## src/rtl/gpif_socket_sched.sv

```systemverilog
// gpif_socket_sched: schedules the shared FX3 GPIF data bus between sockets IN0, IN1, OUT0 and OUT1
//   main_clk       clock
//   rst            synchronous reset, active-low
//   i_req[3:0]     per-socket request, [0]=IN0 [1]=IN1 [2]=OUT0 [3]=OUT1
//   i_sock_rdy[3:0] FX3 ready flags, same bit order
//   i_xfer_stb     one word moved on the granted socket this cycle
//   i_xfer_last    requester ends a short packet (ACTIVE only)
//   o_socket_addr  GPIF socket address of the granted socket
//   o_grant        one-hot grant
//   o_activate     data path enable for the granted socket
//   o_pkt_end      one-cycle packet-end pulse for short IN packets
//   o_busy         scheduler not idle
//   o_xfer_count   words moved in the current/last grant
// Build option GPIF_SCHED_RR_EN: round-robin arbitration instead of fixed OUT0>OUT1>IN0>IN1 priority.
module gpif_socket_sched #(
   parameter int PACKET_WORDS = 128,
   parameter int COUNT_W      = 24,
   parameter int ADDR_SETUP   = 2,
   parameter int TURN_GAP     = 1
) (
   input  logic               main_clk,
   input  logic               rst,
   input  logic [3:0]         i_req,
   input  logic [3:0]         i_sock_rdy,
   input  logic               i_xfer_stb,
   input  logic               i_xfer_last,
   output logic [1:0]         o_socket_addr,
   output logic [3:0]         o_grant,
   output logic               o_activate,
   output logic               o_pkt_end,
   output logic               o_busy,
   output logic [COUNT_W-1:0] o_xfer_count
);
   typedef enum logic [2:0] {IDLE, ADDR, ACTIVE, FLUSH, GAP} state_t;
   state_t state_q, state_d;
   logic [1:0] idx_q, idx_d, win;
   logic [3:0] grant_q, grant_d, elig;
   logic [COUNT_W-1:0] cnt_q, cnt_d;
   logic [7:0] tmr_q, tmr_d;
   logic act_q, pkt_end_q, sel_req, sel_rdy;
   assign elig    = i_req & i_sock_rdy;
   assign sel_req = i_req[idx_q];
   assign sel_rdy = i_sock_rdy[idx_q];
`ifdef GPIF_SCHED_RR_EN
   logic [1:0] rr_q, cand;
   // search from the socket after the last winner; descending loop so the nearest candidate wins
   always_comb begin
      win  = rr_q;
      cand = rr_q;
      for (int k = 3; k >= 0; k--) begin
         cand = rr_q + 2'd1 + 2'(k);
         if (elig[cand]) win = cand;
      end
   end
   always_ff @(posedge main_clk) begin
      if (!rst) rr_q <= 2'd3;
      else if (state_q == IDLE && state_d == ADDR) rr_q <= win;
   end
`else
   assign win = elig[2] ? 2'd2 : elig[3] ? 2'd3 : elig[0] ? 2'd0 : 2'd1;
`endif
   always_comb begin
      state_d = state_q;
      idx_d   = idx_q;
      grant_d = grant_q;
      cnt_d   = cnt_q;
      tmr_d   = tmr_q;
      case (state_q)
         IDLE:   if (|elig) begin
                    state_d = ADDR;
                    idx_d   = win;
                    grant_d = 4'b0001 << win;
                    cnt_d   = '0;
                 end
         ADDR:   if (tmr_q == 8'(ADDR_SETUP - 1)) state_d = (sel_rdy & sel_req) ? ACTIVE : GAP;
                 else tmr_d = tmr_q + 8'd1;
         ACTIVE: begin
                    if (i_xfer_stb) cnt_d = cnt_q + COUNT_W'(cnt_q != '1);
                    if (i_xfer_stb && cnt_q == COUNT_W'(PACKET_WORDS - 1)) state_d = GAP;
                    else if (i_xfer_last || !sel_req) state_d = FLUSH;
                    else if (!sel_rdy) state_d = GAP;
                 end
         FLUSH:  state_d = GAP;
         GAP:    if (tmr_q == 8'(TURN_GAP - 1)) state_d = IDLE;
                 else tmr_d = tmr_q + 8'd1;
         default: state_d = IDLE;
      endcase
      // every state entry restarts the dwell timer; the grant is withdrawn for the turnaround gap
      if (state_d != state_q) tmr_d = '0;
      if (state_d == GAP) grant_d = '0;
   end
   always_ff @(posedge main_clk) begin
      if (!rst) begin
         state_q   <= IDLE;
         idx_q     <= '0;
         grant_q   <= '0;
         cnt_q     <= '0;
         tmr_q     <= '0;
         act_q     <= 1'b0;
         pkt_end_q <= 1'b0;
      end else begin
         state_q   <= state_d;
         idx_q     <= idx_d;
         grant_q   <= grant_d;
         cnt_q     <= cnt_d;
         tmr_q     <= tmr_d;
         act_q     <= state_d == ACTIVE;
         // only IN sockets (idx 0/1) that moved data need an explicit short-packet commit
         pkt_end_q <= state_d == FLUSH && !idx_q[1] && cnt_d != '0;
      end
   end
   assign o_socket_addr = idx_q;
   assign o_grant       = grant_q;
   assign o_activate    = act_q;
   assign o_pkt_end     = pkt_end_q;
   assign o_busy        = state_q != IDLE;
   assign o_xfer_count  = cnt_q;
endmodule

```

## config.mk

```make
export PLATFORM = sky130hd
export DESIGN_NAME = gpif_socket_sched
export DESIGN_NICKNAME = d
export VERILOG_FILES = /design/src/rtl/gpif_socket_sched.sv
export SDC_FILE = /design/constraint.sdc
export NUM_CORES = 1
export LEC_CHECK = 0
export ABC_AREA = 1
export BUFFER_PORTS_ARGS = -buffer_cell sky130_fd_sc_hd__buf_2
export CAP_MARGIN = 0
export CELL_PAD_IN_SITES_DETAIL_PLACEMENT = 1
export CELL_PAD_IN_SITES_GLOBAL_PLACEMENT = 2
export CORE_AREA = 2 2 107 109
export CTS_CLUSTER_DIAMETER = 60
export DETAILED_ROUTE_END_ITERATION = 10
export DIE_AREA = 0 0 109 111
export PLACE_DENSITY = 0.8
export SLEW_MARGIN = 20
export SYNTH_ARGS = -nofsm -noshare
export SYNTH_HDL_FRONTEND = slang
export SYNTH_SLANG_ARGS = --single-unit
```

## constraint.sdc

```tcl
create_clock -name main_clk -period 2.2 [get_ports main_clk]
set_input_delay 0.11 -clock main_clk [delete_from_list [all_inputs] [get_ports main_clk]]
set_output_delay 0.11 -clock main_clk [all_outputs]
set_load 0.1 [all_outputs]
```

==> impl_metrics.py <==
metrics = {
    "floorplanning": {
        "dieArea_mm2": 0.0121,
        "core_area_mm2": 0.0111,
        "pin_count": 45,
        "die_x_um": 109,
        "die_h_um": 111,
        "start_util_pct": 26.1,
        "rows": 39,
    },
    "worst_setup_path": {
        "rr_startpoint": "o_xfer_count[18]",
        "cp.depth": 20,
        "worstRegToRegCells": 20,
        "crit_type": "register to register",
        "critical-path-top-delay-family": "simple AND/OR/NAND/NOR gates",
        "worstPathMaxFanout": 7,
        "ff2ff_setup_slack_ps": -170,
        "end_kind": "register",
        "endpoint": "o_pkt_end",
        "reg2reg_to": "o_pkt_end",
        "cp_data_required_time_ps": 2390,
        "critPathMaxStageDelay_ps": 350,
        "cp.buffers_inverters": 1,
        "crit_path_start": "o_xfer_count[18]",
        "arrival_ps": 2560,
        "start_kind": "register",
        "slowest_stage": "dfxtp_4",
        "crit_chain": "nand2_4 > inv_4 > nand3_4 > nor4_4 > nand4_1 > ha_2 > ha_4 > nand2_4 > nor2_4 > nand2_4 > nor2_8 > nand2_2 > nand2_1 > nand2_1 > nor2_1 > nand2_1 > nor2_1 > nand2_1 > nor2_1 > nor2_1",
    },
    "outcome": {
        "outcome": "complete, but fails checks",
        "violations": "setup timing",
    },
    "timing": {
        "final_max_slew_viol_count": 0,
        "fmax_mhz": 421,
        "setup_viol_count_final": 1,
        "hold_viol": 0,
        "finalClockSkew_ps": 6.00,
        "finalCritPeriodShare_pct": 108,
        "rsz0062_at_grt": "true",
        "fin_ws_ps": -175,
        "fin_crit_ps": 2370,
        "worst_pin_slew_ps": 634,
        "slew_headroom_pct": 57.7,
    },
    "synth": {
        "post-synth-top-count-cell": "nand2_1",
        "syn_nets": 488,
        "ys_types": 31,
        "synth_top_area_cell": "dfxtp_1",
        "synth_edf_count": 0,
        "synth.ff_latch_count": 43,
        "yosys.area.top_type_share_pct": 29.8,
        "synth_common_cells": "nand2_1, nor2_1, inv_1, dfxtp_1, nand3_1",
        "synthFlopType": "dfxtp_1",
        "ys_seq_area_share_pct": 29.8,
        "synth_cells": 471,
        "synthTopCellsByArea": "dfxtp_1, nand2_1, nor2_1",
        "synth-async-reset-ratio_pct": 0,
        "syn_area_mm2": 0.00289,
        "avgSynthCellArea_um2": 6.13,
        "yosysWarnings": 0,
    },
    "placement": {
        "io_buffers": 44,
        "gp_congestion": 0.855,
        "dp_hpwl_um": 7830,
        "placed_cell_area_mm2": 0.00372,
        "dp_cells": 701,
    },
    "finish": {
        "antenna-diode-count": 0,
        "final_nets": 589,
        "post-route-cell-area_mm2": 0.00401,
        "nFillCells": 1441,
        "synthToLayoutAreaGrowth_pct": 38.7,
        "layoutNonFillerInstCount": 716,
        "drive_above_1_share_pct": 32.6,
    },
    "detailed_routing": {
        "vias": 3310,
        "wl_um": 9880,
        "wire_per_inst_um": 13.8,
        "routed_via_density": 4.62,
        "final_antenna_net_count": 0,
        "drc": 0,
        "drt_iter0_drc": 135,
        "drt-pass1-iter-count": 6,
    },
    "grt": {
        "grt_pass1_wl_um": 16600,
        "track_usage_pct": 17.2,
        "grt_pass1_vias": 3448,
        "overflow": 0,
        "antenna_found_initial": 0,
        "grt_max_degree": 15,
    },
    "clock_tree": {
        "htreeDepth": 2,
        "clock-root-buffer": "clkbuf_16",
        "clock-sinks": 43,
        "worstSkewPairLatency_ps": 290,
        "cts_tree": "built",
        "clockBufferDepth": 2,
        "cts_made_buffers": 5,
        "path_clk_slew_ps": 70,
    },
    "flow_run": {
        "drv_cap": 0,
    },
    "min_path": {
        "hold_depth": 3,
        "min_path_type": "input port to register",
    },
    "power_and_ir_drop": {
        "p_int_mw": 1.27,
        "p_leak_nw": 1.98,
        "irDropWorstVdd_uv": 284,
        "p_per_area_mw_per_mm2": 478,
        "switching_share_pct": 33.5,
        "p_seq_share_pct": 41.3,
        "comb_power_share_pct": 19.1,
        "p_clk_share_pct": 39.6,
        "p_sw_uw": 640,
    },
}
==> power by group through the flow <==
stage / registers [mW] / clock network, mW / logic [mW]
6_report: 0.790 / 0.758 / 0.366
5_1_grt: 0.793 / 0.812 / 0.403
4_1_cts: 0.789 / 0.792 / 0.373
3_5_place_dp: 0.808 / 0 / 0.371
3_3_place_gp: 0.807 / 0 / 0.367
2_1_floorplan: 0.880 / 0 / 0.215
==> logic make-up after synthesis <==
group                    count (synthesis)  share of synthesized area (%)
flip-flops                              43                           29.8
AO/OA/AOI/OAI                           39                           7.37
buffers and inverters                   71                           10.4
XOR/XNOR                                 7                           2.12
adder cells (fa/ha/maj)                  5                           2.17
AND/OR/NAND/NOR                        306                           48.2
==> through the flow <==
step / total power, mW / hold slack, ps / setup slack (ps) / util, % / setup TNS, ps
final: 1.91 / 114 / -175 / 36.2 / -175
after CTS: 1.95 / 102 / -201 / 35.8 / -201
after detailed placement: 1.18 / 422 / -320 / 33.6 / -369
after floorplan: 1.10 / 317 / -211 / - / -211
after global placement: 1.17 / 427 / -225 / 33.6 / -225
after global routing: 2.01 / 127 / -346 / 36.2 / -394
==> flip-flops by register name, indices dropped and copies added, names as in the netlist <==
register	cells
o_grant	4
o_socket_addr	2
o_xfer_count	24
state_q	3
o_pkt_end	1
tmr_q	8
o_activate	1
==> final cells by class <==
| type | instances | area [um^2] | share of cell area, % |
|---|---|---|---|
| clock buffers | 5 | 125 | 3.12 |
| clock inverters | 3 | 17.5 | 0.437 |
| inverters | 64 | 245 | 6.12 |
| multi-input cells | 357 | 1850 | 46.1 |
| flip-flops and latches | 43 | 945 | 23.6 |
| well taps | 143 | 179 | 4.47 |
| repair buffers | 101 | 649 | 16.2 |
==> layout by cell type, fill, tap and decap left out, drive strengths merged <==
cell type  netlist  layout
nor4             1       1
nor3             8       8
a22oi            1       1
o21a             1       1
xor2             6       6
a21oi           22      22
nand2          146     146
nand3           39      39
o211ai           2       2
a32oi            1       1
clkinv           0       1
nor2            93      93
ha               5       5
clkbuf           3       5
o21ai           12      12
xnor2            1       1
nand4           17      17
dfxtp           43      43
or2              2       2
buf              4     101
inv             64      66
==> worst min path at each step <==
stage	endpoint	from	slack, ps
floorplan	o_socket_addr[0]	i_req[2]	320
global placement	o_xfer_count[4]	rst	430
detailed placement	o_xfer_count[2]	rst	420
CTS	o_xfer_count[2]	rst	100
global route	o_xfer_count[2]	rst	130
finish	o_xfer_count[2]	rst	110
==> routing by layer <==
metal,routed length (um),global-route usage [%],share of wire [%],vias to the layer above
li1,-,-,-,1691
met1,4730,22.4,48,1586
met2,4830,29.6,49,26
met3,205,2.29,2.1,7
met4,105,4.36,1.1,0
met5,0,0,0,-
==> tightest hold or removal path: stages <==
cell     delay, ps
buf_2          160
nand2_1         80
inv_1           30
==> timing repair <==
| item | 4_1_cts | 5_1_grt |
|---|---|---|
| hold buffers | 0 | 0 |
| resized for setup | 14 | 13 |
| pin swaps | 26 | 18 |
| buffers inserted | 6 | 1 |
| endpoints found under the setup margin | 2 | 3 |
Note: power is estimated with default switching activity, not from simulation.
